--- src/rtl/demux_rr_dispatcher_pkg.sv ---
// ============================================================================
// demux_rr_dispatcher_pkg : shared constants and FSM encoding for the dispatcher
// Revision: 1.0
// ============================================================================
`default_nettype none

package demux_rr_dispatcher_pkg;

  localparam int N_CH  = 8;
  localparam int SEL_W = 3;

  typedef enum logic [0:0] {
    ST_EMPTY = 1'b0,
    ST_HOLD  = 1'b1
  } state_e;

endpackage

`default_nettype wire

--- src/rtl/demux_rr_dispatcher_pick.sv ---
// ============================================================================
// demux_rr_pick : rotate-priority finder, first set req bit at or after ptr
// Revision: 1.0
// ============================================================================
`default_nettype none

module demux_rr_pick
  import demux_rr_dispatcher_pkg::*;
(
  input  logic [N_CH-1:0]  req_i,
  input  logic [SEL_W-1:0] ptr_i,
  output logic             hit_o,
  output logic [SEL_W-1:0] idx_o
);

  logic [SEL_W-1:0] cand;

  // Scan farthest offset first so the closest request to ptr wins.
  always_comb begin
    hit_o = 1'b0;
    idx_o = '0;
    cand  = '0;
    for (int k = N_CH - 1; k >= 0; k--) begin
      cand = ptr_i + SEL_W'(k);
      if (req_i[cand]) begin
        hit_o = 1'b1;
        idx_o = cand;
      end
    end
  end

endmodule

`default_nettype wire

--- src/rtl/demux_rr_dispatcher.sv ---
// ============================================================================
// demux_rr_dispatcher : round-robin 1-to-8 word dispatcher with hold/timeout
// Revision: 1.0
// ============================================================================
`default_nettype none

module demux_rr_dispatcher
  import demux_rr_dispatcher_pkg::*;
#(
  parameter int DW      = 8,
  parameter int TIMEOUT = 16
) (
  input  logic             clk,
  input  logic             rst_n,
  input  logic             in_valid_i,
  input  logic [DW-1:0]    in_data_i,
  output logic             in_ready_o,
  input  logic [N_CH-1:0]  ch_mask_i,
  input  logic [N_CH-1:0]  ch_ready_i,
  output logic [SEL_W-1:0] sel_o,
  output logic             enable_o,
  output logic [DW-1:0]    out_data_o,
  output logic [N_CH-1:0]  ch_valid_o,
  output logic             drop_o,
  output logic [15:0]      word_cnt_o
);

  state_e           state_q, state_d;
  logic [SEL_W-1:0] sel_q, sel_d;
  logic [SEL_W-1:0] rr_ptr_q, rr_ptr_d;
  logic [DW-1:0]    data_q, data_d;
  logic [7:0]       wait_q, wait_d;
  logic             drop_q, drop_d;
  logic [15:0]      cnt_q, cnt_d;

  logic             pick_hit;
  logic [SEL_W-1:0] pick_idx;
  logic             holding;
  logic             deliver;
  logic             capture;
  logic             timeout;

  demux_rr_pick u_pick (
    .req_i (ch_mask_i & ch_ready_i),
    .ptr_i (rr_ptr_q),
    .hit_o (pick_hit),
    .idx_o (pick_idx)
  );

  assign holding    = (state_q == ST_HOLD);
  assign deliver    = holding & ch_ready_i[sel_q];
  assign in_ready_o = pick_hit & (~holding | deliver);
  assign capture    = in_valid_i & in_ready_o;
  assign timeout    = holding & ~deliver & (wait_q == 8'(TIMEOUT - 1));

  always_comb begin
    state_d  = state_q;
    sel_d    = sel_q;
    rr_ptr_d = rr_ptr_q;
    data_d   = data_q;
    wait_d   = wait_q;
    drop_d   = 1'b0;
    cnt_d    = cnt_q;

    if (deliver) begin
      cnt_d = cnt_q + 16'd1;
    end

    // Capture in HOLD only happens alongside deliver, so the branches are exclusive.
    if (capture) begin
      state_d  = ST_HOLD;
      data_d   = in_data_i;
      sel_d    = pick_idx;
      wait_d   = 8'd0;
      rr_ptr_d = pick_idx + SEL_W'(1);
    end else if (deliver) begin
      state_d = ST_EMPTY;
    end else if (timeout) begin
      state_d = ST_EMPTY;
      drop_d  = 1'b1;
    end else if (holding) begin
      wait_d = wait_q + 8'd1;
    end
  end

  always_ff @(posedge clk or negedge rst_n) begin
    if (!rst_n) begin
      state_q  <= ST_EMPTY;
      sel_q    <= '0;
      rr_ptr_q <= '0;
      data_q   <= '0;
      wait_q   <= '0;
      drop_q   <= 1'b0;
      cnt_q    <= '0;
    end else begin
      state_q  <= state_d;
      sel_q    <= sel_d;
      rr_ptr_q <= rr_ptr_d;
      data_q   <= data_d;
      wait_q   <= wait_d;
      drop_q   <= drop_d;
      cnt_q    <= cnt_d;
    end
  end

  // Decoded from registered state so async reset clears the channel lines at once.
  assign enable_o   = holding;
  assign ch_valid_o = holding ? (N_CH'(1) << sel_q) : '0;
  assign sel_o      = sel_q;
  assign out_data_o = data_q;
  assign drop_o     = drop_q;
  assign word_cnt_o = cnt_q;

endmodule

`default_nettype wire

--- config.mk ---
export PLATFORM = sky130hd
export DESIGN_NAME = demux_rr_dispatcher
export DESIGN_NICKNAME = d
export VERILOG_FILES = /design/src/rtl/demux_rr_dispatcher_pkg.sv /design/src/rtl/demux_rr_dispatcher_pick.sv /design/src/rtl/demux_rr_dispatcher.sv
export SDC_FILE = /design/constraint.sdc
export NUM_CORES = 1
export LEC_CHECK = 0
export CORE_ASPECT_RATIO = 1.5
export CORE_MARGIN = 5
export CORE_UTILIZATION = 45
export DETAILED_ROUTE_END_ITERATION = 10
export PLACE_DENSITY = 0.84
export SLEW_MARGIN = 20
export SYNTH_ARGS = -nofsm -noshare
export SYNTH_HDL_FRONTEND = slang
export SYNTH_SLANG_ARGS = --single-unit
--- constraint.sdc ---
create_clock -name clk -period 3.5 [get_ports clk]
set_clock_uncertainty 0.1 [all_clocks]
set_input_delay 0.35 -clock clk [delete_from_list [all_inputs] [get_ports clk]]
set_output_delay 0.35 -clock clk [all_outputs]
set_load 0.02 [all_outputs]
==> results.py, run 1 <==
metrics = {
    "outcome": {
        "status": "finished, final reports clean",
    },
    "yosys": {
        "synthMuxAreaShare": 0.1730,
        "synth_cells": 278,
        "synth_edf_count": 0,
        "syn-num-nets": 310,
        "netlist_area_um2": 2749,
        "avgSynthCellArea_um2": 9.888,
        "synthFlopType": "dfrtp_1",
        "synth.distinct_cells": 49,
        "ys_warn_count": 0,
        "ys_seq_area_frac": 0.3641,
        "synth_compound_area_frac": 0.1438,
        "synth_simple_gate_area_frac": 0.1821,
        "synthAdderAreaFrac": 0.02276,
        "synth_top_family_by_area": "simple AND/OR/NAND/NOR gates",
        "synth_xor_area_frac": 0.07965,
        "ys_async_sr_fraction": 1.000,
        "ys_ff_latch": 40,
    },
    "floorplanning": {
        "core_um2": 6043,
        "start_util": 0.4549,
        "die_area_um2": 7804,
        "die_h_um": 105.7,
        "die_w_um": 73.82,
        "row_count": 35,
        "io_pins": 65,
    },
    "timing": {
        "fin_setup_tns_ps": 0,
        "rsz0062_at_grt": "false",
        "setup_violations": 0,
        "fmax_mhz": 298.9,
        "slew_headroom": 0.4199,
        "final-hold-violation-count": 0,
        "fin_crit_ps": 3346,
        "layout_worst_path_cycle_share": 0.9560,
        "whs_ps": 61.65,
        "worst_pin_slew_ps": 870.1,
        "slew_violations": 0,
    },
    "power_and_ir_drop": {
        "switching_share": 0.4587,
        "power_mw": 3.711,
        "peakVddDrop_uv": 574.7,
        "power.density_nw_per_um2": 1008,
        "p_seq_frac": 0.206,
        "pwr-share-comb": 0.692,
        "p_switching_mw": 1.703,
        "leakage_nw": 1.491,
        "p_int_mw": 2.009,
        "pwr-share-clk": 0.103,
    },
    "drt": {
        "wl_per_cell_um": 17.71,
        "viasPerCell": 5.904,
        "drc": 0,
        "routed_wl_mm": 7.596,
        "detail_route.iter0.violations": 97,
        "drtPass1Iterations": 4,
        "postRouteAntennaNets": 0,
        "vias": 2533,
    },
    "clocking": {
        "cts-htree-levels": 2,
        "clk_latency_ps": 300,
        "clockBufferDepth": 2,
        "clk_pin_slew_ps": 90,
        "clock_sink_count": 40,
        "cts_hold_buf": 0,
        "cts-root-buf": "clkbuf_8",
        "cts_tree": "yes",
        "cts_buffers": 5,
        "post_cts_buffers": 0,
    },
    "job": {
        "maxCapViolations": 0,
    },
    "finish": {
        "fillCellCount": 519,
        "final_nets": 386,
        "final_cell_mix": "clkdlybuf4s50_1 (62), dfrtp_1 (40), nand2_1 (31)",
        "final_common_cell": "clkdlybuf4s50_1",
        "n_antenna_cell": 0,
        "drive_gt1_frac": 0.1803,
        "fin_cells": 429,
        "syn_to_final_growth_pct": 33.96,
        "utilization": 0.6093,
    },
    "global_routing": {
        "grt_pass1_vias": 2721,
        "grt_overflow": 0,
        "grt_pass1_wl_mm": 12.52,
        "grt_max_degree": 41,
        "antenna_found_initial": 0,
        "track_usage": 0.2047,
    },
    "placement": {
        "placedCellCount": 421,
        "io_buffer_count": 64,
        "gp_congestion": 0.9144,
        "dp_hpwl_mm": 5.941,
    },
    "worst_setup_path": {
        "max_stage_delay_ps": 540,
        "cp.required_ps": 3620,
        "critPathKind": "flip-flop to flip-flop",
        "cp_common_cell": "ha_1",
        "slowest_stage": "or4b_1",
        "end_kind": "flip-flop",
        "cp_max_fo": 7,
        "path_cells": "inv_4 > ha_1 > inv_1 > mux4_2 > mux2i_2 > nor3_1 > a211oi_1 > nand3_1 > ha_1 > or4b_1 > nand4b_1",
        "start_kind": "flip-flop",
        "arrival_ps": 3470,
    },
    "worst_hold_path": {
        "min_path_type": "input port to asynchronous set/reset pin",
    },
}
## per-stage QoR
step	instance area (µm²)	setup slack, ps
floorplan	2749	154.5
global placement	3535	154.4
detailed placement	3535	78.42
CTS	3665	173.3
global route	3682	35.31
finish	3682	154.1
## flip-flops by register name, summed over array words and instances (netlist names)
register,count
word_cnt_o,16
out_data_o,8
wait_q,8
rr_ptr_q,3
sel_o,3
drop_o,1
enable_o,1
## power groups by stage
stage	Clock, mW	Sequential, mW	Combinational (mW)
6_report	0.380	0.764	2.57
5_1_grt	0.409	0.788	2.78
4_1_cts	0.389	0.761	2.54
3_5_place_dp	0	0.766	2.50
3_3_place_gp	0	0.759	2.45
2_1_floorplan	0	0.843	1.59
## synth_stat cells, drive strengths merged (2+ instances only)
cell type,n,area [µm²]
a31oi,3,33.78
nand4,6,37.54
clkbuf,6,22.52
nor4,2,18.77
nand3,11,55.05
o22a,2,17.52
o21a,4,30.03
buf,5,40.04
o21bai,2,15.01
mux2i,7,70.07
a211oi,3,22.52
clkinv,2,7.510
nor2b,2,12.51
o221a,2,22.52
dfrtp,40,1001
nand2,31,116.4
nand2b,6,37.54
mux4,11,247.7
o22ai,13,87.58
nor2,24,90.09
xnor2,15,131.4
ha,5,62.56
o221ai,2,17.52
a21oi,4,20.02
inv,6,25.03
and3,6,37.54
or2,2,12.51
o21ai,12,60.06
o2111ai,2,17.52
xor2,10,87.58
nor3,8,50.05
mux2,14,157.7
## routing by layer
| metal | track usage | up-vias | wire length [µm] |
|---|---|---|---|
| li1 | - | 1179 | - |
| met2 | 0.3528 | 100 | 4007 |
| met1 | 0.2167 | 1227 | 2741 |
| met3 | 0.04008 | 27 | 421 |
| met5 | 0 | - | 0 |
| met4 | 0.1360 | 0 | 424 |
## logic make-up (layout without fill, tap and decap cells)
| kind of cell | Yosys count | in the layout |
|---|---|---|
| and+or+nand+nor | 102 | 102 |
| AOI/OAI and AO/OA | 55 | 55 |
| DFF | 40 | 40 |
| muxes | 32 | 32 |
| xor gates and xnor gates | 25 | 25 |
| buffers and inverters | 19 | 96 |
| adders and majority gates | 5 | 5 |
## worst max-delay path, delay by kind of cell (launching register included)
kind / cells / cell delay [ps]
AND/OR/NAND/NOR: 4 / 870
adder cells (fa/ha/maj): 2 / 560
flip-flops: 1 / 430
AO/OA/AOI/OAI: 1 / 310
multiplexers: 2 / 690
buffers and inverters: 2 / 320
## layout make-up
cell class | instances | area (µm²) | area share
clock buffer | 5 | 68.82 | 0.01869
clock inverter | 3 | 42.54 | 0.01155
inverter | 8 | 32.53 | 0.008835
multi-input combinational | 219 | 1690 | 0.4591
sequential | 40 | 1001 | 0.2718
tap | 74 | 92.59 | 0.02514
timing repair buffer | 80 | 754.5 | 0.2049
## path summary, 6_finish.rpt
check | from | to | slack, ps | cells past startpoint
max | rr_ptr_q[0]$_DFFE_PN0N_ | rr_ptr_q[2]$_DFFE_PN0N_ | 150 | 11
min reg2reg | word_cnt_o[15]$_DFFE_PN0P_ | word_cnt_o[15]$_DFFE_PN0P_ | 410 | 1
min | rst_n | word_cnt_o[6]$_DFFE_PN0P_ | 60 | 1
min in group clk | word_cnt_o[15]$_DFFE_PN0P_ | word_cnt_o[15]$_DFFE_PN0P_ | 410 | 1
max reg2reg | rr_ptr_q[0]$_DFFE_PN0N_ | rr_ptr_q[2]$_DFFE_PN0N_ | 150 | 11
max in group asynchronous | rst_n | word_cnt_o[2]$_DFFE_PN0P_ | 2680 | 1
## repair_timing
| action | in CTS | in global routing |
|---|---|---|
| hold endpoints to repair | 0 | 0 |
| endpoints found under the setup margin | 1 | 1 |
| gates cloned | 0 | 0 |
| pin swaps | 0 | 0 |
| gates resized for setup | 4 | 3 |
Power figures use the tool's default switching activity.
==> run 2: changes to the inputs <==
- CAP_MARGIN: unset -> 25
- CORE_UTILIZATION: 45 -> 46
- PLACE_DENSITY: 0.84 -> 0.85
- SYNTH_HIERARCHICAL: unset -> 1
==> results.py, run 2 <==
metrics = {
    "yosys": {
        "synth_top_family_by_area": "simple AND/OR/NAND/NOR gates",
        "ys_ff_latch": 40,
        "yosysMostFrequentCell": "dfrtp_1",
        "synthTopCellsByArea": "dfrtp_1 (34%), mux2_4 (4.6%), mux4_1 (4.5%)",
        "synth_edf_count": 0,
        "synth_simple_gate_area_frac": 0.2086,
        "ys_warn_count": 6,
        "synth_top_area_frac": 0.3433,
        "synth_cells": 274,
        "syn-num-nets": 306,
        "ys_seq_area_frac": 0.3433,
        "ys_async_sr_fraction": 1.000,
        "synth_common_cells": "dfrtp_1 (40), nand2_1 (20), nor2_1 (16)",
        "synthMuxAreaShare": 0.2073,
        "yosysTopAreaCell": "dfrtp_1",
        "avgSynthCellArea_um2": 10.64,
        "synth_xor_area_frac": 0.05708,
        "synthFlopType": "dfrtp_1",
        "netlist_area_um2": 2915,
        "synth_compound_area_frac": 0.1197,
        "synth.distinct_cells": 61,
        "synthAdderAreaFrac": 0.02146,
    },
    "power_and_ir_drop": {
        "pwr-share-comb": 0.668,
        "peakVddDrop_uv": 687.9,
        "power.density_nw_per_um2": 998.2,
        "leakage_nw": 1.630,
        "p_seq_frac": 0.217,
        "pwr-share-clk": 0.115,
        "switching_share": 0.4360,
        "p_int_mw": 2.120,
        "power_mw": 3.759,
        "p_switching_mw": 1.639,
    },
    "drt": {
        "detail_route.iter0.violations": 264,
        "drc": 0,
        "vias": 2497,
        "wl_per_cell_um": 17.90,
        "routed_wl_mm": 7.481,
        "drtPass1Iterations": 5,
        "viasPerCell": 5.974,
        "postRouteAntennaNets": 0,
    },
    "worst_setup_path": {
        "cp.required_ps": 3050,
        "crit_path_start": "rr_ptr_q[0]$_DFFE_PN0P_",
        "arrival_ps": 2900,
        "end_kind": "output port",
        "start_kind": "flip-flop",
        "critPathBufInv": 3,
        "cp_common_cell": "buf_4",
        "critPathKind": "flip-flop to output port",
        "r2r_start": "rr_ptr_q[0]$_DFFE_PN0P_",
        "cp_max_fo": 14,
        "r2r_slack_ps": 300,
        "cp_top_family": "buffers and inverters",
        "path_cells": "buf_4 > mux4_1 > nor4_1 > buf_4 > nand4_1 > and2_1 > clkdlybuf4s50_1",
        "max_stage_delay_ps": 640,
        "slowest_stage": "mux4_1",
    },
    "clocking": {
        "clk_pin_slew_ps": 70,
        "clock_sink_count": 40,
        "cts-root-buf": "clkbuf_8",
        "cts-htree-levels": 2,
        "clockBufferDepth": 2,
        "cts_tree": "yes",
        "cts_buffers": 5,
        "post_cts_buffers": 0,
        "clk_latency_ps": 290,
    },
    "timing": {
        "slew_violations": 0,
        "layout_worst_path_cycle_share": 0.9583,
        "setup_violations": 0,
        "final-hold-violation-count": 0,
        "fin_crit_ps": 3354,
        "fin_setup_tns_ps": 0,
        "slew_headroom": 0.4284,
        "fin_ws_ps": 145.9,
        "fmax_mhz": 298.1,
        "rsz0062_at_grt": "false",
        "whs_ps": 67.60,
        "worst_pin_slew_ps": 857.3,
    },
    "finish": {
        "drive_gt1_frac": 0.1657,
        "fin_area_um2": 3766,
        "largest_register_ffs": 16,
        "final_nets": 376,
        "multi_input_area_um2": 1803,
        "final_cell_mix": "clkdlybuf4s50_1 (63), dfrtp_1 (40), nand2_1 (20)",
        "utilization": 0.6099,
        "fin_cells": 418,
        "fillCellCount": 504,
        "final_common_cell": "clkdlybuf4s50_1",
        "seq_area_um2": 1001,
        "syn_to_final_growth_pct": 29.18,
        "n_antenna_cell": 0,
    },
    "outcome": {
        "status": "finished, final reports clean",
    },
    "worst_hold_path": {
        "min_path_type": "input port to asynchronous set/reset pin",
    },
    "global_routing": {
        "grt_pass1_vias": 2551,
        "grt_pass1_wl_mm": 11.85,
        "antenna_found_initial": 0,
        "track_usage": 0.1865,
        "grt_overflow": 0,
        "grt_max_degree": 41,
    },
    "floorplanning": {
        "row_count": 35,
        "die_h_um": 107.5,
        "die_area_um2": 8063,
        "core_um2": 6175,
        "start_util": 0.4721,
        "io_pins": 65,
        "die_w_um": 75,
    },
    "placement": {
        "placedCellCount": 411,
        "gp_congestion": 0.9079,
        "io_buffer_count": 64,
        "place_ws_ps": 63.48,
        "place_area_um2": 3625,
        "dp_hpwl_mm": 5.590,
    },
    "job": {
        "maxCapViolations": 0,
    },
}
## run 2: cell type report
class,instances,area share
clock buffers,5,0.01827
clock inverters,2,0.01595
inverters,8,0.007973
multi-input cells,215,0.4787
flip-flops and latches,40,0.2658
well taps,74,0.02458
repair buffers,74,0.1887
## run 2: logic make-up (layout without fill, tap and decap cells)
family,after synthesis,in the layout
compound gates,44,44
xor+xnor,19,19
fa+ha+maj,5,5
buf+inv,19,89
flops,40,40
mux,39,39
simple gates,108,108
## run 2: power by group through the flow
stage	registers, mW	clock network [mW]	logic [mW]
floorplan	0.860	0	1.71
global placement	0.809	0	2.38
detailed placement	0.814	0	2.44
CTS	0.811	0.445	2.47
global route	0.838	0.461	2.69
finish	0.814	0.433	2.51
## run 2: path summary, 6_finish.rpt
check | to | depth (start not counted)
setup / recovery | in_ready_o | 7
hold / removal | word_cnt_o[11]$_DFFE_PN0P_ | 1
setup reg to reg | rr_ptr_q[2]$_DFFE_PN0P_ | 10
hold reg to reg | word_cnt_o[15]$_DFFE_PN0P_ | 1
max in group asynchronous | wait_q[3]$_DFFE_PN0P_ | 1
min in group clk | word_cnt_o[15]$_DFFE_PN0P_ | 1
## run 2: what timing repair did
action | 4_1_cts | 5_1_grt
hold buffers | 0 | 0
setup endpoints to repair | 0 | 1
gates resized for setup | 0 | 2
## run 2: metal layers
layer / routed length (µm) / vias up / track usage
met5: 0 / - / 0
met4: 238 / 0 / 0.07506
met3: 557 / 27 / 0.03832
met2: 3947 / 114 / 0.3367
met1: 2737 / 1196 / 0.2048
li1: - / 1160 / -
## run 2: worst register-to-register path, stage by stage (launching register included)
cell,delay [ps]
dfrtp_1,380
buf_4,240
mux4_1,650
mux2_4,320
o21ai_2,150
a31oi_1,100
o21bai_1,140
mux2_1,360
ha_1,210
xor2_1,160
mux2_4,280
